<file path="config.mk">
export PLATFORM = sky130hd
export DESIGN_NAME = countup_timer
export DESIGN_NICKNAME = d
export VERILOG_FILES = /design/src/rtl/countup_timer_pkg.sv /design/src/rtl/countup_timer_tick_gen.sv /design/src/rtl/countup_timer.sv
export SDC_FILE = /design/constraint.sdc
export NUM_CORES = 1
export LEC_CHECK = 0
export CAP_MARGIN = 30
export CORE_UTILIZATION = 45
export CTS_BUF_LIST = sky130_fd_sc_hd__clkbuf_16
export DETAILED_ROUTE_END_ITERATION = 8
export DONT_BUFFER_PORTS = 1
export PLACE_DENSITY = 0.7
export SETUP_SLACK_MARGIN = 0.02
export SLEW_MARGIN = 20
export SYNTH_ARGS = -nofsm -noshare
export SYNTH_HDL_FRONTEND = slang
export SYNTH_SLANG_ARGS = --single-unit
</file>
<file path="constraint.sdc">
create_clock -name CLK -period 2.87 [get_ports CLK]
set_input_delay 0.7175 -clock CLK [delete_from_list [all_inputs] [get_ports CLK]]
set_output_delay 0.7175 -clock CLK [all_outputs]
set_load 0.005 [all_outputs]
</file>
<file path="src/rtl/countup_timer_pkg.sv">
//----------------------------------------------------------------------------
// countup_pkg: shared state encoding and width constants for countup_timer.
// Rev 1.0
//----------------------------------------------------------------------------
`default_nettype none

package countup_pkg;

  typedef enum logic [1:0] {
    ST_IDLE  = 2'd0,
    ST_RUN   = 2'd1,
    ST_PAUSE = 2'd2,
    ST_DONE  = 2'd3
  } state_e;

  localparam int COUNT_W = 32;
  localparam int PRESC_W = 16;

endpackage

`default_nettype wire

</file>
<file path="src/rtl/countup_timer_tick_gen.sv">
//----------------------------------------------------------------------------
// tick_gen: prescaler that pulses tick_o once every PRESCALE enabled cycles.
// Rev 1.0
//----------------------------------------------------------------------------
`default_nettype none

module tick_gen
  import countup_pkg::*;
#(
  parameter int PRESCALE = 1
) (
  input  logic CLK,
  input  logic resetN,
  input  logic clr_i,
  input  logic en_i,
  output logic tick_o
);

  localparam logic [PRESC_W-1:0] LAST = PRESC_W'(PRESCALE - 1);

  logic [PRESC_W-1:0] presc_q;
  logic [PRESC_W-1:0] presc_d;
  logic               at_last;

  assign at_last = (presc_q == LAST);
  assign tick_o  = en_i & at_last;

  // Clear dominates enable so a restart always begins a fresh phase.
  always_comb begin
    presc_d = presc_q;
    if (clr_i) begin
      presc_d = '0;
    end else if (en_i) begin
      presc_d = at_last ? '0 : presc_q + 1'b1;
    end
  end

  always_ff @(posedge CLK) begin
    if (!resetN) begin
      presc_q <= '0;
    end else begin
      presc_q <= presc_d;
    end
  end

endmodule

`default_nettype wire

</file>
<file path="src/rtl/countup_timer.sv">
//----------------------------------------------------------------------------
// countup_timer: prescaled count-up timer with run/pause FSM, target compare
// and lap capture. Build macro COUNTUP_AUTORELOAD_EN selects reload-on-target.
// Rev 1.0
//----------------------------------------------------------------------------
`default_nettype none

module countup_timer
  import countup_pkg::*;
#(
  parameter int WIDTH    = COUNT_W,
  parameter int PRESCALE = 1
) (
  input  logic             CLK,
  input  logic             resetN,
  input  logic             active_i,
  input  logic             startStop_i,
  input  logic             clear_i,
  input  logic             lap_i,
  input  logic [WIDTH-1:0] target_i,
  output logic [WIDTH-1:0] count_o,
  output logic [WIDTH-1:0] lapCount_o,
  output logic             lapValid_o,
  output logic             running_o,
  output logic             done_o,
  output logic             overflow_o
);

  state_e             state_q, state_d;
  logic [WIDTH-1:0]   count_q, count_d;
  logic [WIDTH-1:0]   lap_q, lap_d;
  logic               lapv_q, lapv_d;
  logic               done_q, done_d;
  logic               ovf_q, ovf_d;

  logic               tick;
  logic               presc_en;
  logic               presc_clr;
  logic               at_target;

  assign presc_en  = active_i & (state_q == ST_RUN);
  assign presc_clr = active_i & (clear_i | ((state_q == ST_IDLE) & startStop_i));
  assign at_target = (target_i != '0) && (count_q >= target_i);

  tick_gen #(
    .PRESCALE (PRESCALE)
  ) u_tick_gen (
    .CLK    (CLK),
    .resetN (resetN),
    .clr_i  (presc_clr),
    .en_i   (presc_en),
    .tick_o (tick)
  );

  always_comb begin
    state_d = state_q;
    count_d = count_q;
    lap_d   = lap_q;
    lapv_d  = lapv_q;
    done_d  = done_q;
    ovf_d   = ovf_q;

    if (active_i) begin
`ifdef COUNTUP_AUTORELOAD_EN
      done_d = 1'b0;
`endif
      if (clear_i) begin
        state_d = ST_IDLE;
        count_d = '0;
        lapv_d  = 1'b0;
        ovf_d   = 1'b0;
      end else begin
        // Lap samples the count as it stood before any same-cycle increment.
        if (lap_i && (state_q != ST_IDLE)) begin
          lap_d  = count_q;
          lapv_d = 1'b1;
        end

        case (state_q)
          ST_IDLE: begin
            count_d = '0;
            if (startStop_i) begin
              state_d = ST_RUN;
            end
          end
          ST_RUN: begin
            if (at_target) begin
`ifdef COUNTUP_AUTORELOAD_EN
              count_d = '0;
              done_d  = 1'b1;
`else
              state_d = ST_DONE;
`endif
            end else if (tick) begin
              if (count_q == '1) begin
                ovf_d = 1'b1;
              end else begin
                count_d = count_q + 1'b1;
              end
            end
            if (startStop_i) begin
              state_d = ST_PAUSE;
            end
          end
          ST_PAUSE: begin
            if (startStop_i) begin
              state_d = ST_RUN;
            end
          end
          ST_DONE: begin
          end
        endcase
      end

`ifndef COUNTUP_AUTORELOAD_EN
      done_d = (state_d == ST_DONE);
`endif
    end
  end

  always_ff @(posedge CLK) begin
    if (!resetN) begin
      state_q <= ST_IDLE;
      count_q <= '0;
      lap_q   <= '0;
      lapv_q  <= 1'b0;
      done_q  <= 1'b0;
      ovf_q   <= 1'b0;
    end else begin
      state_q <= state_d;
      count_q <= count_d;
      lap_q   <= lap_d;
      lapv_q  <= lapv_d;
      done_q  <= done_d;
      ovf_q   <= ovf_d;
    end
  end

  assign count_o    = count_q;
  assign lapCount_o = lap_q;
  assign lapValid_o = lapv_q;
  assign done_o     = done_q;
  assign overflow_o = ovf_q;
  assign running_o  = (state_q == ST_RUN);

endmodule

`default_nettype wire

</file>
==> results.txt <==
The number of different library cells in the post-synthesis netlist came out at 52. The data arrival time of the worst path is ~3 ns. The gate family responsible for the most delay along the worst path is simple AND/OR/NAND/NOR gates. TritonCTS built the clock tree.

The count of pins over their slew limit is 0. The power per cell area came out at roughly 440 nW/um^2. Of the cells placed in the final design, the portion with a size suffix greater than 1 is between 10% and 20%. Once the floorplan was initialized, standard cells occupied between 40% and 50% of the core. From bottom edge to top edge, the die measures roughly 110 um.

The clock tree skew after final layout is between 0.007 and 0.008 ns. The first global-routing pass estimated between 20 and 25 mm of wire. The remaining antenna violation count after routing came out at 0.

The pin count of the biggest net entering global routing came out at 60. The post-placement cell count came out at 779. For hold timing, the worst endpoint is overflow_o.

The number of standard cells in the layout, taps in and fillers out came out at 799. Derived from the worst setup path, the maximum achievable clock frequency is approximately 360 MHz. The shortest period the worst path allows came out at 2.77 ns.

The number of iterations in the first detailed-routing pass came out at 5. The root buffer selected by CTS is sky130_fd_sc_hd__clkbuf_16. Buffers placed on the I/O ports in this run total 0. The via count of the first global-routing pass came out at ~4700.

The count of boundary I/O pins came out at around 110. The design area is about 5700 um^2. Dividing the final minimum period by the clock period gives 96.6%.

The largest fanout of any net on the critical path is 3. The cell depth of the worst flop-to-flop path is 10. STA classifies the critical path startpoint as an input port. The final routed DRC violation total came out at 0. The net count of the finished layout is around 730. The endpoint identified for the worst register-to-register timing path is count_o[29]. After detailed routing, the total wire length is approximately 14 mm.

The level count of the clock H-tree is 3. The clock-pin slew on the worst setup and hold paths came out at around 0.06 ns. The placed standard-cell area is 5340 um^2.

The cell count along the critical path is 9. Ranked by total cell area, the synthesized netlist is headed by sky130_fd_sc_hd__dfxtp_1 (35%), sky130_fd_sc_hd__ha_1 (9.1%), sky130_fd_sc_hd__nand2_1 (8.4%). The slowest cell on the critical path is sky130_fd_sc_hd__or4b_4. Traced cell by cell, the critical path runs through inv_1, ha_1, nand4_1, nor3_2, or4b_4, a311oi_4, nor2_1, and4_1, a32o_1.

The per-cell routed wire length came out at 17.8 um. Using the TritonRoute via totals, the vias-per-cell ratio works out to around 5.9. The post-synthesis sequential element count is 85.

In this run the critical register-to-register path is launched from count_o[0]. STA classifies the critical path endpoint as a flip-flop. Clock tree synthesis found a total of 85 sinks. The number of buffer and inverter stages on the critical path came out at 1.

The number of cells on the worst hold path came out at 2. The total CTS buffers is 9. The launch point of the worst hold path is overflow_o. Setup violations remaining at the end of the flow were counted as 0.

The detailed router finished its first iteration with ~270 violations. Setup repair after global routing left no endpoint under its margin. The initial antenna violation count came out at 0. The clock passes through at most 2 buffers.

The post-route setup TNS is 0 ns. The share of synthesized flip-flops with an asynchronous set or reset is 0%. The detailed-route via count came out at about 4700. The part of the Yosys area used for sequential elements came out at between 30% and 40%. The net count of the mapped netlist is 683.

The die covers around 11000 um^2. The cell taking the most area after synthesis is sky130_fd_sc_hd__dfxtp_1. The yosys synthesis warning count is 0. Synthesis handed over a netlist of 610 instances. The minimum setup slack among reg-to-reg paths came out at about 0.11 ns. The predominant post-synthesis flop cell is sky130_fd_sc_hd__dfxtp_1. The worst slew margin relative to its limit came out at roughly 58%. The actual slew at the worst max-slew pin is 0.623 ns.

The flow ran to the end, and the final reports show no timing, DRC or antenna violations. The kind of critical path is in2reg. The standby leakage power came out at approximately 2.3 nW.

The insertion delay of the later-clocked pin in the worst-skew pair is approximately 0.34 ns. The largest stage delay on the critical path is 0.53 ns. The overall power consumption is roughly 0.0025 W.

The number of flops mapped to enable cells by yosys came out at 0. The summed instance area of the synthesized netlist came out at roughly 4800 um^2. The number of standard-cell rows in the floorplan came out at 37.

The max capacitance violation total came out at 0. For this run the aggregate overflow at the end of global routing stands at 0. The average footprint of a synthesized cell came out at approximately 8 um^2. The area growth from synthesis to layout is 18.3%. The final-report hold violation count is 0.

Summed over its instances, the top area cell type makes up a little over a third of the synthesized netlist area. STA puts the critical path data required time at just over 3 ns. In this run the worst hold path is classified as reg2reg.

The area of the core region came out at a little over 10000 um^2. After legalization and detailed placement, the total HPWL measured approximately 11 mm. After clock tree synthesis, the flow added hold-fix buffers numbering 0. The congestion estimate from routability-driven global placement came to 0.874. Measured along the x axis, the die boundary spans between 100 and 150 um. The number of antenna diodes in the final layout is 0. The worst-case vdd ir drop came out at 312 uV. The global-route usage over all layers came out at approximately a quarter.
==> flip-flops by register name (all words and copies together) (netlist names) <==
name                flops
state_q                 2
overflow_o              1
lapValid_o              1
count_o                32
lapCount_o             32
u_tick_gen.presc_q     16
done_o                  1
==> worst max path at each step <==
stage / from / endpoint / slack, ns
after floorplan: target_i[15] / count_o[18] / 0.05
after global placement: target_i[13] / count_o[18] / -0.25
after detailed placement: target_i[13] / count_o[6] / -0.40
after CTS: target_i[13] / count_o[13] / 0.05
after global routing: count_o[0] / count_o[29] / 0.01
final: target_i[13] / count_o[13] / 0.1
==> per-layer routing <==
metal	up-vias	part of all wire [%]	global-route usage (%)
met3	27	7.3	6.31
met1	2257	40	29.7
met5	-	0	0
li1	2267	-	-
met2	181	50	44.7
met4	0	2.1	10.5
==> worst min-delay path, delay by kind of cell (launching register included) <==
kind            cells  cell delay [ns]
buf+inv             1             0.05
compound gates      1             0.05
flops               1             0.32
==> cells in the mapped netlist (3+ instances only) <==
library cell / n
sky130_fd_sc_hd__xnor2_1: 4
sky130_fd_sc_hd__inv_1: 40
sky130_fd_sc_hd__nor3b_1: 3
sky130_fd_sc_hd__nor3_1: 7
sky130_fd_sc_hd__nor2_1: 40
sky130_fd_sc_hd__or4b_2: 3
sky130_fd_sc_hd__a21oi_1: 35
sky130_fd_sc_hd__o31ai_1: 6
sky130_fd_sc_hd__clkbuf_1: 19
sky130_fd_sc_hd__or4_1: 5
sky130_fd_sc_hd__o21a_1: 4
sky130_fd_sc_hd__xor2_1: 7
sky130_fd_sc_hd__nand3_1: 18
sky130_fd_sc_hd__nand3b_1: 8
sky130_fd_sc_hd__ha_1: 35
sky130_fd_sc_hd__or3_1: 9
sky130_fd_sc_hd__and4_1: 8
sky130_fd_sc_hd__a32o_1: 4
sky130_fd_sc_hd__nand4_1: 17
sky130_fd_sc_hd__o21ai_0: 29
sky130_fd_sc_hd__buf_2: 4
sky130_fd_sc_hd__and2_1: 10
sky130_fd_sc_hd__a31oi_1: 6
sky130_fd_sc_hd__nand2b_1: 3
sky130_fd_sc_hd__a21boi_0: 41
sky130_fd_sc_hd__nand2_1: 108
sky130_fd_sc_hd__nor4_1: 11
sky130_fd_sc_hd__and3_1: 13
sky130_fd_sc_hd__dfxtp_1: 85
==> repair_timing <==
item                       CTS  global route
hold endpoints to repair     0             0
resized for setup            3             4
buffers inserted             0             4
setup endpoints to repair   11            23
pin swaps                    0             4
==> placed cells by master, fill, tap and decap left out, types with 3 or more instances in the layout <==
cell	count
sky130_fd_sc_hd__a21boi_0	41
sky130_fd_sc_hd__a21oi_1	35
sky130_fd_sc_hd__a31oi_1	5
sky130_fd_sc_hd__a32o_1	4
sky130_fd_sc_hd__and2_1	10
sky130_fd_sc_hd__and3_1	13
sky130_fd_sc_hd__and4_1	8
sky130_fd_sc_hd__buf_4	59
sky130_fd_sc_hd__clkbuf_16	9
sky130_fd_sc_hd__dfxtp_1	85
sky130_fd_sc_hd__ha_1	35
sky130_fd_sc_hd__inv_1	41
sky130_fd_sc_hd__nand2_1	108
sky130_fd_sc_hd__nand2b_1	3
sky130_fd_sc_hd__nand3_1	18
sky130_fd_sc_hd__nand3b_1	8
sky130_fd_sc_hd__nand4_1	17
sky130_fd_sc_hd__nor2_1	40
sky130_fd_sc_hd__nor3_1	5
sky130_fd_sc_hd__nor3b_1	3
sky130_fd_sc_hd__nor4_1	11
sky130_fd_sc_hd__o21a_1	3
sky130_fd_sc_hd__o21ai_0	29
sky130_fd_sc_hd__o31ai_1	6
sky130_fd_sc_hd__or3_1	9
sky130_fd_sc_hd__or4_1	5
sky130_fd_sc_hd__xnor2_1	4
sky130_fd_sc_hd__xor2_1	7
==> stage by stage <==
step / hold WS (ns) / util, % / setup WS (ns)
floorplan: 0.440 / - / 0.0518
global placement: 0.456 / 51.4 / -0.245
detailed placement: 0.466 / 51.5 / -0.402
CTS: 0.475 / 54.5 / 0.0455
global route: 0.501 / 55.0 / 0.0123
finish: 0.471 / 55.0 / 0.0984
==> power breakdown <==
part	leakage, nW	internal [W]	switching (W)
Clock	0.144	0.000670	0.000493
Combinational	1.46	0.0000597	0.0000842
Sequential	0.684	0.00118	0.00000164
==> cells by family (layout without fill, tap and decap cells) <==
family,Yosys count,in the layout,share of synthesized area [%]
AO/OA/AOI/OAI,139,139,18.9
XOR/XNOR,11,11,2.00
adder cells (fa/ha/maj),35,35,9.09
buffers and inverters,63,116,5.01
flip-flops,85,85,35.3
multiplexers,2,2,0.416
AND/OR/NAND/NOR,275,275,29.2
==> layout make-up <==
| class | count | area (um^2) |
|---|---|---|
| timing repair buffer | 60 | 458 |
| clock buffer | 9 | 225 |
| inverter | 40 | 150 |
| tap | 136 | 170 |
| sequential | 85 | 1700 |
| fill | 996 | 4670 |
| clock inverter | 7 | 67.6 |
| multi-input combinational | 462 | 2930 |
No activity file was read; power rests on OpenSTA's default activity.
